[config.mk]
export PLATFORM = sky130hd
export DESIGN_NAME = wb_width_bridge
export DESIGN_NICKNAME = d
export VERILOG_FILES = /design/src/rtl/wb_width_bridge_pkg.sv /design/src/rtl/wb_width_bridge_timer.sv /design/src/rtl/wb_width_bridge.sv
export SDC_FILE = /design/constraint.sdc
export NUM_CORES = 1
export LEC_CHECK = 0
export CORE_ASPECT_RATIO = 1.4
export CORE_UTILIZATION = 40
export CTS_BUF_LIST = sky130_fd_sc_hd__clkbuf_2
export CTS_CLUSTER_SIZE = 14
export DETAILED_ROUTE_END_ITERATION = 7
export HOLD_SLACK_MARGIN = 0.1
export PLACE_DENSITY_LB_ADDON = 0.12
export SLEW_MARGIN = 30
export SYNTH_ARGS = -nofsm -noshare
export SYNTH_HDL_FRONTEND = slang
export SYNTH_SLANG_ARGS = --single-unit
[constraint.sdc]
create_clock -name clk -period 1.7 [get_ports clk]
set_clock_uncertainty 0.1 [all_clocks]
set_input_delay 0.425 -clock clk [delete_from_list [all_inputs] [get_ports clk]]
set_output_delay 0.425 -clock clk [all_outputs]
set_load 0.005 [all_outputs]
[src/rtl/wb_width_bridge_pkg.sv]
// Shared types and width helpers for the Wishbone B3 classic width bridge.
package wb_width_bridge_pkg;

  typedef enum logic [1:0] {
    IDLE,
    ACCESS,
    RESP
  } state_e;

  typedef enum logic [1:0] {
    RSP_ACK,
    RSP_ERR,
    RSP_RTY
  } rsp_e;

  typedef struct packed {
    logic [7:0] ratio;       // wider width / narrower width
    logic [7:0] lane_shift;  // log2 of the narrower side's byte count
  } width_info_t;

  function automatic width_info_t width_info(input int unsigned mw, input int unsigned sw);
    width_info_t wi;
    int unsigned narrow;
    int unsigned wide;
    narrow        = (mw < sw) ? mw : sw;
    wide          = (mw < sw) ? sw : mw;
    wi.ratio      = 8'(wide / narrow);
    wi.lane_shift = 8'($clog2(narrow / 8));
    return wi;
  endfunction

endpackage

[src/rtl/wb_width_bridge_timer.sv]
// Slave ack watchdog; only instantiated when WB_WIDTH_BRIDGE_TIMEOUT_EN is defined.
module wb_width_bridge_timer #(
  parameter int LIMIT = 256
) (
  input  logic clk,
  input  logic rst_n,
  input  logic run_i,
  input  logic clear_i,
  output logic expired_o
);

  localparam int CW = $clog2(LIMIT + 1);

  logic [CW-1:0] cnt_q, cnt_d;

  always_comb begin
    cnt_d = cnt_q;
    if (!run_i || clear_i) begin
      cnt_d = '0;
    end else if (cnt_q != CW'(LIMIT - 1)) begin
      cnt_d = cnt_q + 1'b1;
    end
  end

  assign expired_o = run_i && !clear_i && (cnt_q == CW'(LIMIT - 1));

  always_ff @(posedge clk) begin
    if (!rst_n) begin
      cnt_q <= '0;
    end else begin
      cnt_q <= cnt_d;
    end
  end

endmodule

[src/rtl/wb_width_bridge.sv]
// Wishbone B3 classic up/down width bridge with err/rty forwarding.
// Optional slave-ack watchdog enabled by defining WB_WIDTH_BRIDGE_TIMEOUT_EN.
module wb_width_bridge
  import wb_width_bridge_pkg::*;
#(
  parameter int ADDR_WIDTH     = 32,
  parameter int WBM_DATA_WIDTH = 16,
  parameter int WBS_DATA_WIDTH = 32,
  parameter int TIMEOUT_CYCLES = 256
) (
  input  logic                        clk,
  input  logic                        rst_n,
  input  logic [ADDR_WIDTH-1:0]       wbm_adr_i,
  input  logic [WBM_DATA_WIDTH-1:0]   wbm_dat_i,
  output logic [WBM_DATA_WIDTH-1:0]   wbm_dat_o,
  input  logic [WBM_DATA_WIDTH/8-1:0] wbm_sel_i,
  input  logic                        wbm_we_i,
  input  logic                        wbm_cyc_i,
  input  logic                        wbm_stb_i,
  output logic                        wbm_ack_o,
  output logic                        wbm_err_o,
  output logic                        wbm_rty_o,
  output logic [ADDR_WIDTH-1:0]       wbs_adr_o,
  output logic [WBS_DATA_WIDTH-1:0]   wbs_dat_o,
  input  logic [WBS_DATA_WIDTH-1:0]   wbs_dat_i,
  output logic [WBS_DATA_WIDTH/8-1:0] wbs_sel_o,
  output logic                        wbs_we_o,
  output logic                        wbs_cyc_o,
  output logic                        wbs_stb_o,
  input  logic                        wbs_ack_i,
  input  logic                        wbs_err_i,
  input  logic                        wbs_rty_i
);

  localparam int          MB         = WBM_DATA_WIDTH / 8;
  localparam int          SB         = WBS_DATA_WIDTH / 8;
  localparam bit          UPSIZE     = (MB <= SB);
  localparam width_info_t WI         = width_info(WBM_DATA_WIDTH, WBS_DATA_WIDTH);
  localparam int          R          = int'(WI.ratio);
  localparam int          NARROW_LOG = int'(WI.lane_shift);
  localparam int          MB_LOG     = UPSIZE ? NARROW_LOG : NARROW_LOG + $clog2(R);
  localparam int          SB_LOG     = UPSIZE ? NARROW_LOG + $clog2(R) : NARROW_LOG;
  localparam int          NB         = UPSIZE ? 1 : R;
  localparam int          BW         = (NB > 1) ? $clog2(NB) : 1;
  localparam int          LW         = (SB_LOG > MB_LOG) ? SB_LOG - MB_LOG : 1;

  state_e                    state_q, state_d;
  rsp_e                      rsp_q, rsp_d;
  logic [ADDR_WIDTH-1:0]     adr_q, adr_d;
  logic [WBM_DATA_WIDTH-1:0] dat_q, dat_d;
  logic [MB-1:0]             sel_q, sel_d;
  logic                      we_q, we_d;
  logic [BW-1:0]             beat_q, beat_d;
  logic                      cyc_q, cyc_d;
  logic                      stb_q, stb_d;
  logic [WBM_DATA_WIDTH-1:0] rdat_q, rdat_d;
  logic [WBM_DATA_WIDTH-1:0] mdat_q, mdat_d;

  logic [NB-1:0]             req_act, beat_act;
  logic                      first_found, next_found;
  logic [BW-1:0]             first_idx, next_idx;
  logic [WBM_DATA_WIDTH-1:0] rd_merge;
  logic                      timeout;

  if (UPSIZE) begin : g_up
    logic [LW-1:0] lane;
    if (SB > MB) begin : g_lane
      assign lane = adr_q[SB_LOG-1:MB_LOG];
    end else begin : g_nolane
      assign lane = '0;
    end
    assign req_act   = 1'b1;
    assign beat_act  = 1'b1;
    assign wbs_adr_o = adr_q & ~ADDR_WIDTH'(SB - 1);
    assign wbs_sel_o = SB'(sel_q) << (lane * MB);
    assign wbs_dat_o = {R{dat_q}};
    assign rd_merge  = wbs_dat_i[lane*WBM_DATA_WIDTH +: WBM_DATA_WIDTH];
  end else begin : g_dn
    for (genvar k = 0; k < NB; k++) begin : g_act
      assign req_act[k]  = |wbm_sel_i[k*SB +: SB];
      assign beat_act[k] = |sel_q[k*SB +: SB];
    end
    assign wbs_adr_o = (adr_q & ~ADDR_WIDTH'(MB - 1)) | (ADDR_WIDTH'(beat_q) << SB_LOG);
    assign wbs_sel_o = sel_q[beat_q*SB +: SB];
    assign wbs_dat_o = dat_q[beat_q*WBS_DATA_WIDTH +: WBS_DATA_WIDTH];
    always_comb begin
      rd_merge = rdat_q;
      rd_merge[beat_q*WBS_DATA_WIDTH +: WBS_DATA_WIDTH] = wbs_dat_i;
    end
  end

  // Lowest active beat of the new request, and lowest active beat above the current one.
  always_comb begin
    first_found = 1'b0;
    first_idx   = '0;
    next_found  = 1'b0;
    next_idx    = '0;
    for (int k = NB - 1; k >= 0; k--) begin
      if (req_act[k]) begin
        first_found = 1'b1;
        first_idx   = BW'(k);
      end
      if (beat_act[k] && (k > int'(beat_q))) begin
        next_found = 1'b1;
        next_idx   = BW'(k);
      end
    end
  end

`ifdef WB_WIDTH_BRIDGE_TIMEOUT_EN
  wb_width_bridge_timer #(
    .LIMIT(TIMEOUT_CYCLES)
  ) u_timer (
    .clk      (clk),
    .rst_n    (rst_n),
    .run_i    ((state_q == ACCESS) && cyc_q),
    .clear_i  (stb_q && wbs_ack_i),
    .expired_o(timeout)
  );
`else
  assign timeout = 1'b0;
`endif

  always_comb begin
    // NOTE: every variable gets its hold value first so no path leaves it unassigned (no latches).
    state_d = state_q;
    rsp_d   = rsp_q;
    adr_d   = adr_q;
    dat_d   = dat_q;
    sel_d   = sel_q;
    we_d    = we_q;
    beat_d  = beat_q;
    cyc_d   = cyc_q;
    stb_d   = stb_q;
    rdat_d  = rdat_q;
    mdat_d  = mdat_q;
    unique case (state_q)
      IDLE: begin
        if (wbm_cyc_i && wbm_stb_i) begin
          adr_d   = wbm_adr_i;
          dat_d   = wbm_dat_i;
          sel_d   = wbm_sel_i;
          we_d    = wbm_we_i;
          beat_d  = first_idx;
          cyc_d   = first_found;
          stb_d   = first_found;
          rdat_d  = '0;
          rsp_d   = RSP_ACK;
          state_d = ACCESS;
        end
      end
      ACCESS: begin
        if (!wbm_cyc_i) begin
          cyc_d   = 1'b0;
          stb_d   = 1'b0;
          state_d = IDLE;
        end else if (!cyc_q) begin
          // Downsize request with no selected bytes: answer without touching the slave.
          rsp_d   = RSP_ACK;
          mdat_d  = rdat_q;
          state_d = RESP;
        end else if (!stb_q) begin
          stb_d = 1'b1;
        end else if (wbs_err_i || wbs_rty_i) begin
          cyc_d   = 1'b0;
          stb_d   = 1'b0;
          rsp_d   = wbs_err_i ? RSP_ERR : RSP_RTY;
          state_d = RESP;
        end else if (wbs_ack_i) begin
          rdat_d = rd_merge;
          stb_d  = 1'b0;
          if (next_found) begin
            beat_d = next_idx;
          end else begin
            cyc_d   = 1'b0;
            rsp_d   = RSP_ACK;
            mdat_d  = rd_merge;
            state_d = RESP;
          end
        end else if (timeout) begin
          cyc_d   = 1'b0;
          stb_d   = 1'b0;
          rsp_d   = RSP_ERR;
          state_d = RESP;
        end
      end
      RESP: begin
        state_d = IDLE;
      end
      default: begin
        state_d = IDLE;
      end
    endcase
  end

  always_ff @(posedge clk) begin
    if (!rst_n) begin
      state_q <= IDLE;
      rsp_q   <= RSP_ACK;
      adr_q   <= '0;
      dat_q   <= '0;
      sel_q   <= '0;
      we_q    <= 1'b0;
      beat_q  <= '0;
      cyc_q   <= 1'b0;
      stb_q   <= 1'b0;
      rdat_q  <= '0;
      mdat_q  <= '0;
    end else begin
      state_q <= state_d;
      rsp_q   <= rsp_d;
      adr_q   <= adr_d;
      dat_q   <= dat_d;
      sel_q   <= sel_d;
      we_q    <= we_d;
      beat_q  <= beat_d;
      cyc_q   <= cyc_d;
      stb_q   <= stb_d;
      rdat_q  <= rdat_d;
      mdat_q  <= mdat_d;
    end
  end

  assign wbs_cyc_o = cyc_q;
  assign wbs_stb_o = stb_q;
  assign wbs_we_o  = we_q;
  assign wbm_dat_o = mdat_q;
  assign wbm_ack_o = (state_q == RESP) && (rsp_q == RSP_ACK);
  assign wbm_err_o = (state_q == RESP) && (rsp_q == RSP_ERR);
  assign wbm_rty_o = (state_q == RESP) && (rsp_q == RSP_RTY);

endmodule

* Word level (Yosys, flattened, before mapping)
Cells that the tools add are included.
** Word-level totals
- Input bits :: 90
- Word-level logic and storage cells :: 78
- Flip-flop bits (word level) :: 89
** Operators by class
- Equality and inequality tests :: 18
- Shifts and indexed selects :: 2
- Reductions and logical operators :: 15
- Mux-type cells :: 33
** Operators with widths (number)
- 16-bit two-way mux :: 7
- 16-bit case mux with 2 select lines :: 1
- 32-bit by 6-bit indexed part select with 16-bit output :: 1
- 2-bit two-way mux :: 13
- 2-bit inequality test, second input constant :: 8
- 5-bit AND reduction :: 2
- 1-bit two-way mux :: 8
- 4-bit inequality test, second input constant :: 2
- 2-bit case mux with 2 select lines :: 2
- 7-bit AND reduction :: 1
- 3-bit inequality test, second input constant :: 2
- 3-bit AND reduction :: 2
- 5-bit inequality test, second input constant :: 1
- 2-bit by 1-bit equality test with 1-bit output, second input constant :: 2
- 2-bit equality test, second input constant :: 2
- 1-bit logical AND :: 4
- 2-bit zero test :: 2
- 1-bit case mux with 2 select lines :: 2
- 2-bit AND reduction :: 2
- 2-bit by 2-bit left shift with 4-bit output :: 1
- 2-bit by 1-bit inequality test with 1-bit output, second input constant :: 1
- 2-bit nonzero test :: 1
- 1-bit logical OR :: 1

* Depth between registers and ports, before layout
Gate-level depths: netlist (run 1).
- Depth after elaboration :: 7
- Depth in mapped cells :: 5
- Gate-level depth less buffers :: 3

* Worst setup path before layout (run 1)
OpenSTA, ideal clock, no wires.
- Path type :: input to register
- Start point :: input rst_n
- End point :: register rdat_q[10]
- Required time :: 1532 ps
- Setup slack :: 75 ps
- Library setup time :: 68 ps
- Cell stages on the path :: 5
- Data arrival time :: 1457 ps
- Cells stage by stage :: clkbuf_1 > inv_2 > a311oi_4 > buf_6 > o2bb2ai_2
** RTL lines
- from (decl) :: RTL line wb_width_bridge.sv:12 : input logic rst_n,
- to (signal assigned) :: RTL line wb_width_bridge.sv:219 : rdat_q <= rdat_d;
- to (decl) :: RTL line wb_width_bridge.sv:56 : logic [WBM_DATA_WIDTH-1:0] rdat_q, rdat_d;

* Worst setup path after layout (run 1)
- Start point :: register rsp_q[1]
- End point :: output wbm_err_o
** Between the ends
- Word-level cells in the longest chain between the ends :: 2
** Ends and longest elaborated chain
- from (decl) :: RTL line wb_width_bridge.sv:48 : rsp_e rsp_q, rsp_d;
- from (signal assigned) :: RTL line wb_width_bridge.sv:211 : rsp_q <= rsp_d;
- 2-bit by 1-bit equality test with 1-bit output :: RTL line wb_width_bridge.sv:229 : assign wbm_err_o = (state_q == RESP) && (rsp_q == RSP_ERR);
- 1-bit logical AND :: RTL line wb_width_bridge.sv:229
- to (decl) :: RTL line wb_width_bridge.sv:21 : output logic wbm_err_o,
No other way between the ends.

==> flow_summary.html, run 1 <==
<table>
<tr><th>Metric</th><th>Value</th></tr>
<tr><th colspan="2">Clock tree</th></tr>
<tr><td>Number of H-tree levels</td><td>3</td></tr>
<tr><td>Insertion delay of the later-clocked pin in the worst-skew pair</td><td>around 0.52 ns</td></tr>
<tr><td>Clk root buf</td><td>clkbuf_2</td></tr>
<tr><td>Largest buffer count on any clock path</td><td>2</td></tr>
<tr><td>CTS tree</td><td>built</td></tr>
<tr><td>Clock-pin slew on the worst setup and hold paths</td><td>0.23 ns</td></tr>
<tr><td>Hold-fix buffer count after cts</td><td>0</td></tr>
<tr><td>CTS Buf Count</td><td>9</td></tr>
<tr><td>CTS sink count</td><td>88</td></tr>
<tr><th colspan="2">Pwr</th></tr>
<tr><td>Power per cell area</td><td>approximately 670 nW/um^2</td></tr>
<tr><td>Peak supply drop</td><td>0.000376 V</td></tr>
<tr><td>Reported leakage power</td><td>2.49 nW</td></tr>
<tr><td>Tot Pwr</td><td>a little under 4 mW</td></tr>
<tr><th colspan="2">Floorplanning</th></tr>
<tr><td>Die Area</td><td>10300 um^2</td></tr>
<tr><td>Die Span Y</td><td>120 um</td></tr>
<tr><td>Top Ports</td><td>180</td></tr>
<tr><td>Die Span X</td><td>86.1 um</td></tr>
<tr><td>Total number of placement rows</td><td>42</td></tr>
<tr><td>Area inside the core boundary</td><td>9560 um^2</td></tr>
<tr><td>Initial standard-cell utilization of the core</td><td>0.414</td></tr>
<tr><th colspan="2">Setup path</th></tr>
<tr><td>Critical path buffer and inverter count</td><td>2</td></tr>
<tr><td>Crit path max fanout</td><td>3</td></tr>
<tr><td>Arrival time of data at the critical path endpoint</td><td>1.40 ns</td></tr>
<tr><td>Kind of end point of the critical path</td><td>primary output</td></tr>
<tr><td>End of the worst register-to-register path</td><td>rdat_q[0]</td></tr>
<tr><td>Cell family with most CP delay</td><td>flip-flops</td></tr>
<tr><td>Cells traversed along the worst timing path</td><td>buf_6, and4bb_2, buf_6</td></tr>
<tr><td>Worst path most repeated cell</td><td>buf_6</td></tr>
<tr><td>Startpoint type of the worst setup path</td><td>flop</td></tr>
<tr><td>Worst reg-to-reg setup slack</td><td>0.10 ns</td></tr>
<tr><td>Slowest CP cell</td><td>dfxtp_2</td></tr>
<tr><td>Required time of the worst setup path</td><td>1.17 ns</td></tr>
<tr><td>Type of the worst setup path</td><td>reg -&gt; out</td></tr>
<tr><td>Max stage delay on crit path</td><td>0.38 ns</td></tr>
<tr><td>Count of cells along the worst register-to-register path</td><td>6</td></tr>
<tr><td>Total number of cells along the worst setup path</td><td>3</td></tr>
<tr><td>Reg2reg start</td><td>state_q[1]</td></tr>
<tr><th colspan="2">Synth</th></tr>
<tr><td>Async set or reset register ratio after synthesis</td><td>0</td></tr>
<tr><td>Most instantiated flip-flop cell in the synthesis netlist</td><td>dfxtp_1</td></tr>
<tr><td>Sequential area share after synthesis</td><td>0.444</td></tr>
<tr><td>Share of Yosys cell area claimed by the top area cell type</td><td>0.444</td></tr>
<tr><td>Number of unique standard cell types used by synthesis</td><td>32</td></tr>
<tr><td>Yosys top cell by area</td><td>dfxtp_1</td></tr>
<tr><td>Number of flops mapped to enable cells by yosys</td><td>0</td></tr>
<tr><td>Most frequent cells after synthesis</td><td>nand2_1 (117), dfxtp_1 (88), a21oi_1 (52)</td></tr>
<tr><td>Seq cells post-synth</td><td>88</td></tr>
<tr><td>Most repeated cell in the gate-level netlist after synthesis</td><td>nand2_1</td></tr>
<tr><td>Number of warnings issued by yosys</td><td>0</td></tr>
<tr><td>Syn avg cell area</td><td>around 8.8 um^2</td></tr>
<tr><td>Cell types occupying the most area after synthesis</td><td>dfxtp_1 (44%), nand2_1 (11%), buf_4 (9.1%)</td></tr>
<tr><td>Post-synthesis instance total</td><td>~450</td></tr>
<tr><td>Post-synthesis cell area</td><td>3960 um^2</td></tr>
<tr><th colspan="2">Cells and area</th></tr>
<tr><td>Final non-filler cell total</td><td>~750</td></tr>
<tr><td>Share of cells above drive strength 1</td><td>0.394</td></tr>
<tr><td>Final-stage net count</td><td>706</td></tr>
<tr><td>Relative area change from synthesis to final layout</td><td>47.2%</td></tr>
<tr><td>Diode insertion count for antenna repair</td><td>0</td></tr>
<tr><th colspan="2">Routing</th></tr>
<tr><td>Routed via count divided by cell count</td><td>around 4.8</td></tr>
<tr><td>Overall via count from detail_route</td><td>approximately 3600</td></tr>
<tr><td>Routed length per instance</td><td>roughly 14 um</td></tr>
<tr><td>DRC violation count after routing</td><td>0</td></tr>
<tr><td>Total iterations of the first detailed-routing run</td><td>4</td></tr>
<tr><td>Antenna Nets Post-Route</td><td>0</td></tr>
<tr><td>Detailed Route Iter0 Violations</td><td>134</td></tr>
<tr><td>Total Routed Length</td><td>between 10 and 15 mm</td></tr>
<tr><th colspan="2">STA</th></tr>
<tr><td>Final min period</td><td>1.93 ns</td></tr>
<tr><td>Fin. Hold Viols</td><td>0</td></tr>
<tr><td>Final period utilization</td><td>1.13</td></tr>
<tr><td>Total Neg Setup Slack</td><td>-0.762 ns</td></tr>
<tr><td>Final critical-path setup slack</td><td>-0.229 ns</td></tr>
<tr><td>Maximum operating frequency</td><td>a little over 500 MHz</td></tr>
<tr><td>Final slew viol count</td><td>0</td></tr>
<tr><td>Finish-stage setup viols</td><td>5</td></tr>
<tr><td>RSZ-0062 raised after global routing</td><td>yes</td></tr>
<tr><th colspan="2">Global routing</th></tr>
<tr><td>Antenna violations before repair</td><td>0</td></tr>
<tr><td>Leftover overflow at the end of global routing</td><td>0</td></tr>
<tr><td>All-Layer GR Usage</td><td>0.196</td></tr>
<tr><td>Global-route wire length before repair</td><td>16.0 mm</td></tr>
<tr><td>Via count of the first global-routing pass</td><td>3403</td></tr>
<tr><td>Pin count of the biggest net entering global routing</td><td>53</td></tr>
<tr><th colspan="2">Place</th></tr>
<tr><td>Global placer's final weighted congestion</td><td>0.716</td></tr>
<tr><td>Number of placed cells counting well taps</td><td>a little over 700</td></tr>
<tr><td>Count of input and output buffers</td><td>about 180</td></tr>
<tr><td>Hpwl dp</td><td>7.29 mm</td></tr>
<tr><td>Pre-CTS setup slack</td><td>-0.352 ns</td></tr>
<tr><th colspan="2">Flow run</th></tr>
<tr><td>Maxcap violations</td><td>0</td></tr>
<tr><th colspan="2">Hold path</th></tr>
<tr><td>WHS Path Cells</td><td>3</td></tr>
<tr><td>Endpoint of the worst hold path</td><td>adr_q[11]</td></tr>
<tr><td>Hold Crit Start</td><td>wbm_adr_i[11]</td></tr>
<tr><td>Tightest Hold Check Type</td><td>in -&gt; reg</td></tr>
<tr><th colspan="2">Status</th></tr>
<tr><td>Failing checks</td><td>negative setup slack</td></tr>
<tr><td>Status</td><td>complete, but fails checks</td></tr>
</table>
## final cells by class
class / instances / area (um^2)
clock buffers: 10 / 50.0
fillers: 895 / 3730
well taps: 132 / 165
flip-flops and latches: 88 / 1850
clock inverters: 4 / 47.5
inverters: 2 / 7.51
multi-input cells: 281 / 1700
repair buffers: 234 / 2010
## power by group
| group | total [mW] | leakage [nW] | switching (mW) | internal, mW |
|---|---|---|---|---|
| clock network | 0.991 | 0.0636 | 0.667 | 0.325 |
| registers | 2.18 | 0.747 | 0.0373 | 2.14 |
| logic | 0.730 | 1.68 | 0.297 | 0.433 |
| total | 3.90 | 2.49 | 1.00 | 2.90 |
## stage by stage
stage                     instance area, um^2  utilization  hold WS (ns)
after global routing                     5840        0.610         0.232
after CTS                                6080        0.635         0.253
final                                    5840        0.610         0.304
after detailed placement                 5720        0.598         0.348
after floorplan                          3970            -         0.327
after global placement                   5720        0.598         0.339
## flip-flops by register name, indices dropped and copies added (netlist names)
register / cells
rdat_q: 16
rsp_q: 2
wbs_cyc_o: 1
wbm_dat_o: 16
state_q: 2
wbs_stb_o: 1
adr_q: 31
dat_q: 16
wbs_we_o: 1
sel_q: 2
## metal layers
| layer | vias up | share of wire | GRT usage |
|---|---|---|---|
| met3 | 10 | 0.057 | 0.0495 |
| met5 | - | 0 | 0 |
| met1 | 1680 | 0.40 | 0.219 |
| met4 | 0 | 0.014 | 0.0677 |
| li1 | 1798 | - | - |
| met2 | 110 | 0.52 | 0.356 |
## timing repair
item | in CTS | in global routing
pin swaps | 2 | 2
buffers inserted | 20 | 7
setup endpoints to repair | 88 | 88
gates resized for setup | 299 | 84
## worst max-delay path by stage
| stage | slack (ns) | start | to |
|---|---|---|---|
| floorplan | 0.08 | rst_n | rdat_q[10] |
| global placement | -0.30 | wbs_rty_i | rdat_q[1] |
| detailed placement | -0.35 | wbs_err_i | rdat_q[5] |
| CTS | -0.29 | rsp_q[1] | wbm_err_o |
| global route | -0.35 | rsp_q[1] | wbm_err_o |
| finish | -0.23 | rsp_q[1] | wbm_err_o |
## cell usage in the layout, fill, tap and decap left out, drive strengths merged, types with 2 or more instances in the layout
master,instances
nand3,5
conb,2
o2bb2ai,16
inv,2
mux2i,34
clkbuf,71
clkinv,2
a21oi,52
buf,77
nor2b,2
dfxtp,88
and2,4
clkdlybuf4s15,8
o21ai,18
nand2,117
and4bb,4
a21o,16
a221oi,2
clkdlybuf4s50,88
## logic make-up after synthesis
logic type             share of synthesized area
other                                   0.000946
flip-flops                                 0.444
AND/OR/NAND/NOR                            0.152
multiplexers                              0.0859
buffers and inverters                      0.131
AO/OA/AOI/OAI                              0.186
## worst min-delay path: stages
cell and delay, ns:
clkdlybuf4s50_1 0.39, nand2_1 0.05, a21oi_1 0.05
(Power assumes the default switching activity.)
==> run 2, diff against run 1 <==
--- a/config.mk
+++ b/config.mk
@@ -14,2 +14,3 @@
 export PLACE_DENSITY_LB_ADDON = 0.12
+export SKIP_CTS_REPAIR_TIMING = 1
 export SLEW_MARGIN = 30
==> constraint.sdc (replaced) <==
create_clock -name clk -period 1.7 [get_ports clk]
set_clock_uncertainty 0.1 [all_clocks]
set_input_delay 0.255 -clock clk [delete_from_list [all_inputs] [get_ports clk]]
set_output_delay 0.255 -clock clk [all_outputs]
set_load 0.005 [all_outputs]
==> flow_summary.html, run 2 (synthesized netlist as in run 1, its figures left out) <==
<table>
<tr><th>Metric</th><th>Value</th></tr>
<tr><th colspan="2">Status</th></tr>
<tr><td>Status</td><td>complete, but fails checks</td></tr>
<tr><td>Failing checks</td><td>negative setup slack</td></tr>
<tr><th colspan="2">Global routing</th></tr>
<tr><td>Leftover overflow at the end of global routing</td><td>0</td></tr>
<tr><td>Via count of the first global-routing pass</td><td>3330</td></tr>
<tr><td>All-Layer GR Usage</td><td>0.191</td></tr>
<tr><td>Pin count of the biggest net entering global routing</td><td>54</td></tr>
<tr><td>Antenna violations before repair</td><td>0</td></tr>
<tr><td>Global-route wire length before repair</td><td>15.6 mm</td></tr>
<tr><th colspan="2">Routing</th></tr>
<tr><td>Total Routed Length</td><td>10.7 mm</td></tr>
<tr><td>Routed length per instance</td><td>13.9 um</td></tr>
<tr><td>Overall via count from detail_route</td><td>3699</td></tr>
<tr><td>Antenna Nets Post-Route</td><td>0</td></tr>
<tr><td>DRC violation count after routing</td><td>0</td></tr>
<tr><td>Total iterations of the first detailed-routing run</td><td>4</td></tr>
<tr><td>Routed via count divided by cell count</td><td>4.79</td></tr>
<tr><td>Detailed Route Iter0 Violations</td><td>120</td></tr>
<tr><th colspan="2">Cells and area</th></tr>
<tr><td>Most common library cell in the layout ignoring fill and taps</td><td>nand2_1</td></tr>
<tr><td>Fillers</td><td>781</td></tr>
<tr><td>Final core utilization</td><td>0.688</td></tr>
<tr><td>Share of cells above drive strength 1</td><td>0.230</td></tr>
<tr><td>Diode insertion count for antenna repair</td><td>0</td></tr>
<tr><td>Footprint of the flip-flops and latches</td><td>approximately 1900 um^2</td></tr>
<tr><td>Flip-flop count of the largest register, all copies and words added</td><td>31</td></tr>
<tr><td>Total area of multi-input combinational cells</td><td>1710 um^2</td></tr>
<tr><td>Register ranked first by flip-flop count</td><td>adr_q</td></tr>
<tr><td>Relative area change from synthesis to final layout</td><td>66.0%</td></tr>
<tr><td>Final-stage net count</td><td>725</td></tr>
<tr><td>Highest-count cells in the layout ignoring fill and taps</td><td>nand2_1 (117), clkdlybuf4s50_1 (88), dlymetal6s2s_1 (83), dfxtp_2 (70), a21oi_1 (52)</td></tr>
<tr><th colspan="2">Pwr</th></tr>
<tr><td>Net Sw Frac</td><td>0.250</td></tr>
<tr><td>Peak supply drop</td><td>approximately 0.00046 V</td></tr>
<tr><td>Internal Pwr Total</td><td>3.13 mW</td></tr>
<tr><td>Share of power burned in combinational logic</td><td>0.194</td></tr>
<tr><td>Sequential Power Share</td><td>0.522</td></tr>
<tr><td>Psw</td><td>1.04 mW</td></tr>
<tr><td>Reported leakage power</td><td>about 3.9 nW</td></tr>
<tr><td>Power per cell area</td><td>634 nW/um^2</td></tr>
<tr><td>Clock Power Share</td><td>0.284</td></tr>
<tr><th colspan="2">STA</th></tr>
<tr><td>Final slew viol count</td><td>0</td></tr>
<tr><td>Fin. Hold Viols</td><td>0</td></tr>
<tr><td>RSZ-0062 raised after global routing</td><td>yes</td></tr>
<tr><td>Total Neg Setup Slack</td><td>-0.0123 ns</td></tr>
<tr><td>Finish-stage setup viols</td><td>1</td></tr>
<tr><td>Final period utilization</td><td>1.01</td></tr>
<tr><td>Worst hold slack after final layout</td><td>approximately 0.15 ns</td></tr>
<tr><td>Maximum operating frequency</td><td>~580 MHz</td></tr>
<tr><td>Final critical-path setup slack</td><td>-0.0123 ns</td></tr>
<tr><td>Final min period</td><td>1.71 ns</td></tr>
<tr><th colspan="2">Clock tree</th></tr>
<tr><td>CTS Buf Count</td><td>9</td></tr>
<tr><td>CTS sink count</td><td>between 80 and 90</td></tr>
<tr><td>Largest buffer count on any clock path</td><td>2</td></tr>
<tr><td>Number of H-tree levels</td><td>3</td></tr>
<tr><td>CTS tree</td><td>built</td></tr>
<tr><td>Insertion delay of the later-clocked pin in the worst-skew pair</td><td>0.54 ns</td></tr>
<tr><td>Clk root buf</td><td>clkbuf_2</td></tr>
<tr><td>Clock-pin slew on the worst setup and hold paths</td><td>around 0.22 ns</td></tr>
<tr><th colspan="2">Floorplanning</th></tr>
<tr><td>Initial standard-cell utilization of the core</td><td>0.414</td></tr>
<tr><td>Die Span X</td><td>roughly 86 um</td></tr>
<tr><td>Total number of placement rows</td><td>42</td></tr>
<tr><td>Top Ports</td><td>180</td></tr>
<tr><td>Die Area</td><td>10300 um^2</td></tr>
<tr><td>Area inside the core boundary</td><td>between 9000 and 10000 um^2</td></tr>
<tr><td>Die Span Y</td><td>~120 um</td></tr>
<tr><th colspan="2">Setup path</th></tr>
<tr><td>Required time of the worst setup path</td><td>1.34 ns</td></tr>
<tr><td>Worst reg-to-reg setup slack</td><td>0.12 ns</td></tr>
<tr><td>Startpoint type of the worst setup path</td><td>flop</td></tr>
<tr><td>Crit path max fanout</td><td>4</td></tr>
<tr><td>Count of cells along the worst register-to-register path</td><td>5</td></tr>
<tr><td>Type of the worst setup path</td><td>reg -&gt; out</td></tr>
<tr><td>Arrival time of data at the critical path endpoint</td><td>approximately 1.4 ns</td></tr>
<tr><td>Reg2reg start</td><td>state_q[0]</td></tr>
<tr><td>End of the worst register-to-register path</td><td>rdat_q[0]</td></tr>
<tr><td>Kind of end point of the critical path</td><td>primary output</td></tr>
<tr><th colspan="2">Hold path</th></tr>
<tr><td>WHS Path Cells</td><td>3</td></tr>
<tr><td>Tightest Hold Check Type</td><td>in -&gt; reg</td></tr>
<tr><td>Hold Crit Start</td><td>wbm_adr_i[16]</td></tr>
<tr><td>Endpoint of the worst hold path</td><td>adr_q[16]</td></tr>
<tr><th colspan="2">Flow run</th></tr>
<tr><td>Maxcap violations</td><td>0</td></tr>
<tr><th colspan="2">Place</th></tr>
<tr><td>Hpwl dp</td><td>7.04 mm</td></tr>
<tr><td>Pre-CTS setup slack</td><td>-0.156 ns</td></tr>
<tr><td>Count of input and output buffers</td><td>176</td></tr>
<tr><td>Global placer's final weighted congestion</td><td>slightly above 0.8</td></tr>
</table>
==> run 2: cell types whose count changed in the layout (fill, tap and decap cells not counted), moves of 2 or more <==
cell | previous run | this run
dfxtp_1 | 18 | 16
and2_1 | 2 | 4
clkinv_2 | 2 | 0
clkdlybuf4s15_1 | 8 | 0
buf_6 | 30 | 2
dlygate4sd3_1 | 0 | 40
dlymetal6s2s_1 | 0 | 83
and2_4 | 2 | 0
clkinv_1 | 0 | 2
buf_2 | 4 | 1
buf_4 | 38 | 31
clkbuf_2 | 71 | 12
==> run 2: metrics by stage <==
stage	cell area (um^2)	total power, mW	std cells
finish	6580	4.17	772
global route	6580	4.40	772
CTS	5780	4.15	720
detailed placement	5650	2.94	704
global placement	5650	2.93	704
floorplan	3970	2.54	450
==> run 2: critical path, stage by stage, from the launching register on <==
cell and delay, ns:
dfxtp_2 0.39, nor4b_4 0.25, buf_2 0.17
==> run 2: per-layer routing <==
layer	routed length (um)	share of wire	global-route usage
met1	4240	0.39	0.213
met2	5580	0.52	0.335
met3	666	0.062	0.0481
met4	253	0.024	0.0896
met5	0	0	0
==> run 2: power by group through the flow <==
stage	Clock [mW]	Sequential (mW)	Combinational [mW]
floorplan	0	2.21	0.335
global placement	0	2.21	0.716
detailed placement	0	2.22	0.727
CTS	1.25	2.18	0.731
global route	1.34	2.19	0.876
finish	1.18	2.18	0.811
==> run 2: final cells by class <==
type,count,area share
well taps,132,0.0251
flip-flops and latches,88,0.282
inverters,2,0.00114
clock buffers,10,0.00761
clock inverters,6,0.0127
repair buffers,253,0.412
multi-input cells,281,0.259
==> run 2: how the worst max path moves through the flow <==
stage / cells after the start / startpoint / slack (ns) / endpoint
floorplan: 5 / wbs_cyc_o / 0.16 / wbm_dat_o[10]
global placement: 5 / wbs_rty_i / -0.13 / rdat_q[1]
detailed placement: 5 / wbs_rty_i / -0.16 / rdat_q[0]
CTS: 2 / state_q[1] / -0.63 / wbm_ack_o
global route: 2 / rsp_q[1] / -0.18 / wbm_ack_o
finish: 2 / rsp_q[1] / -0.01 / wbm_ack_o
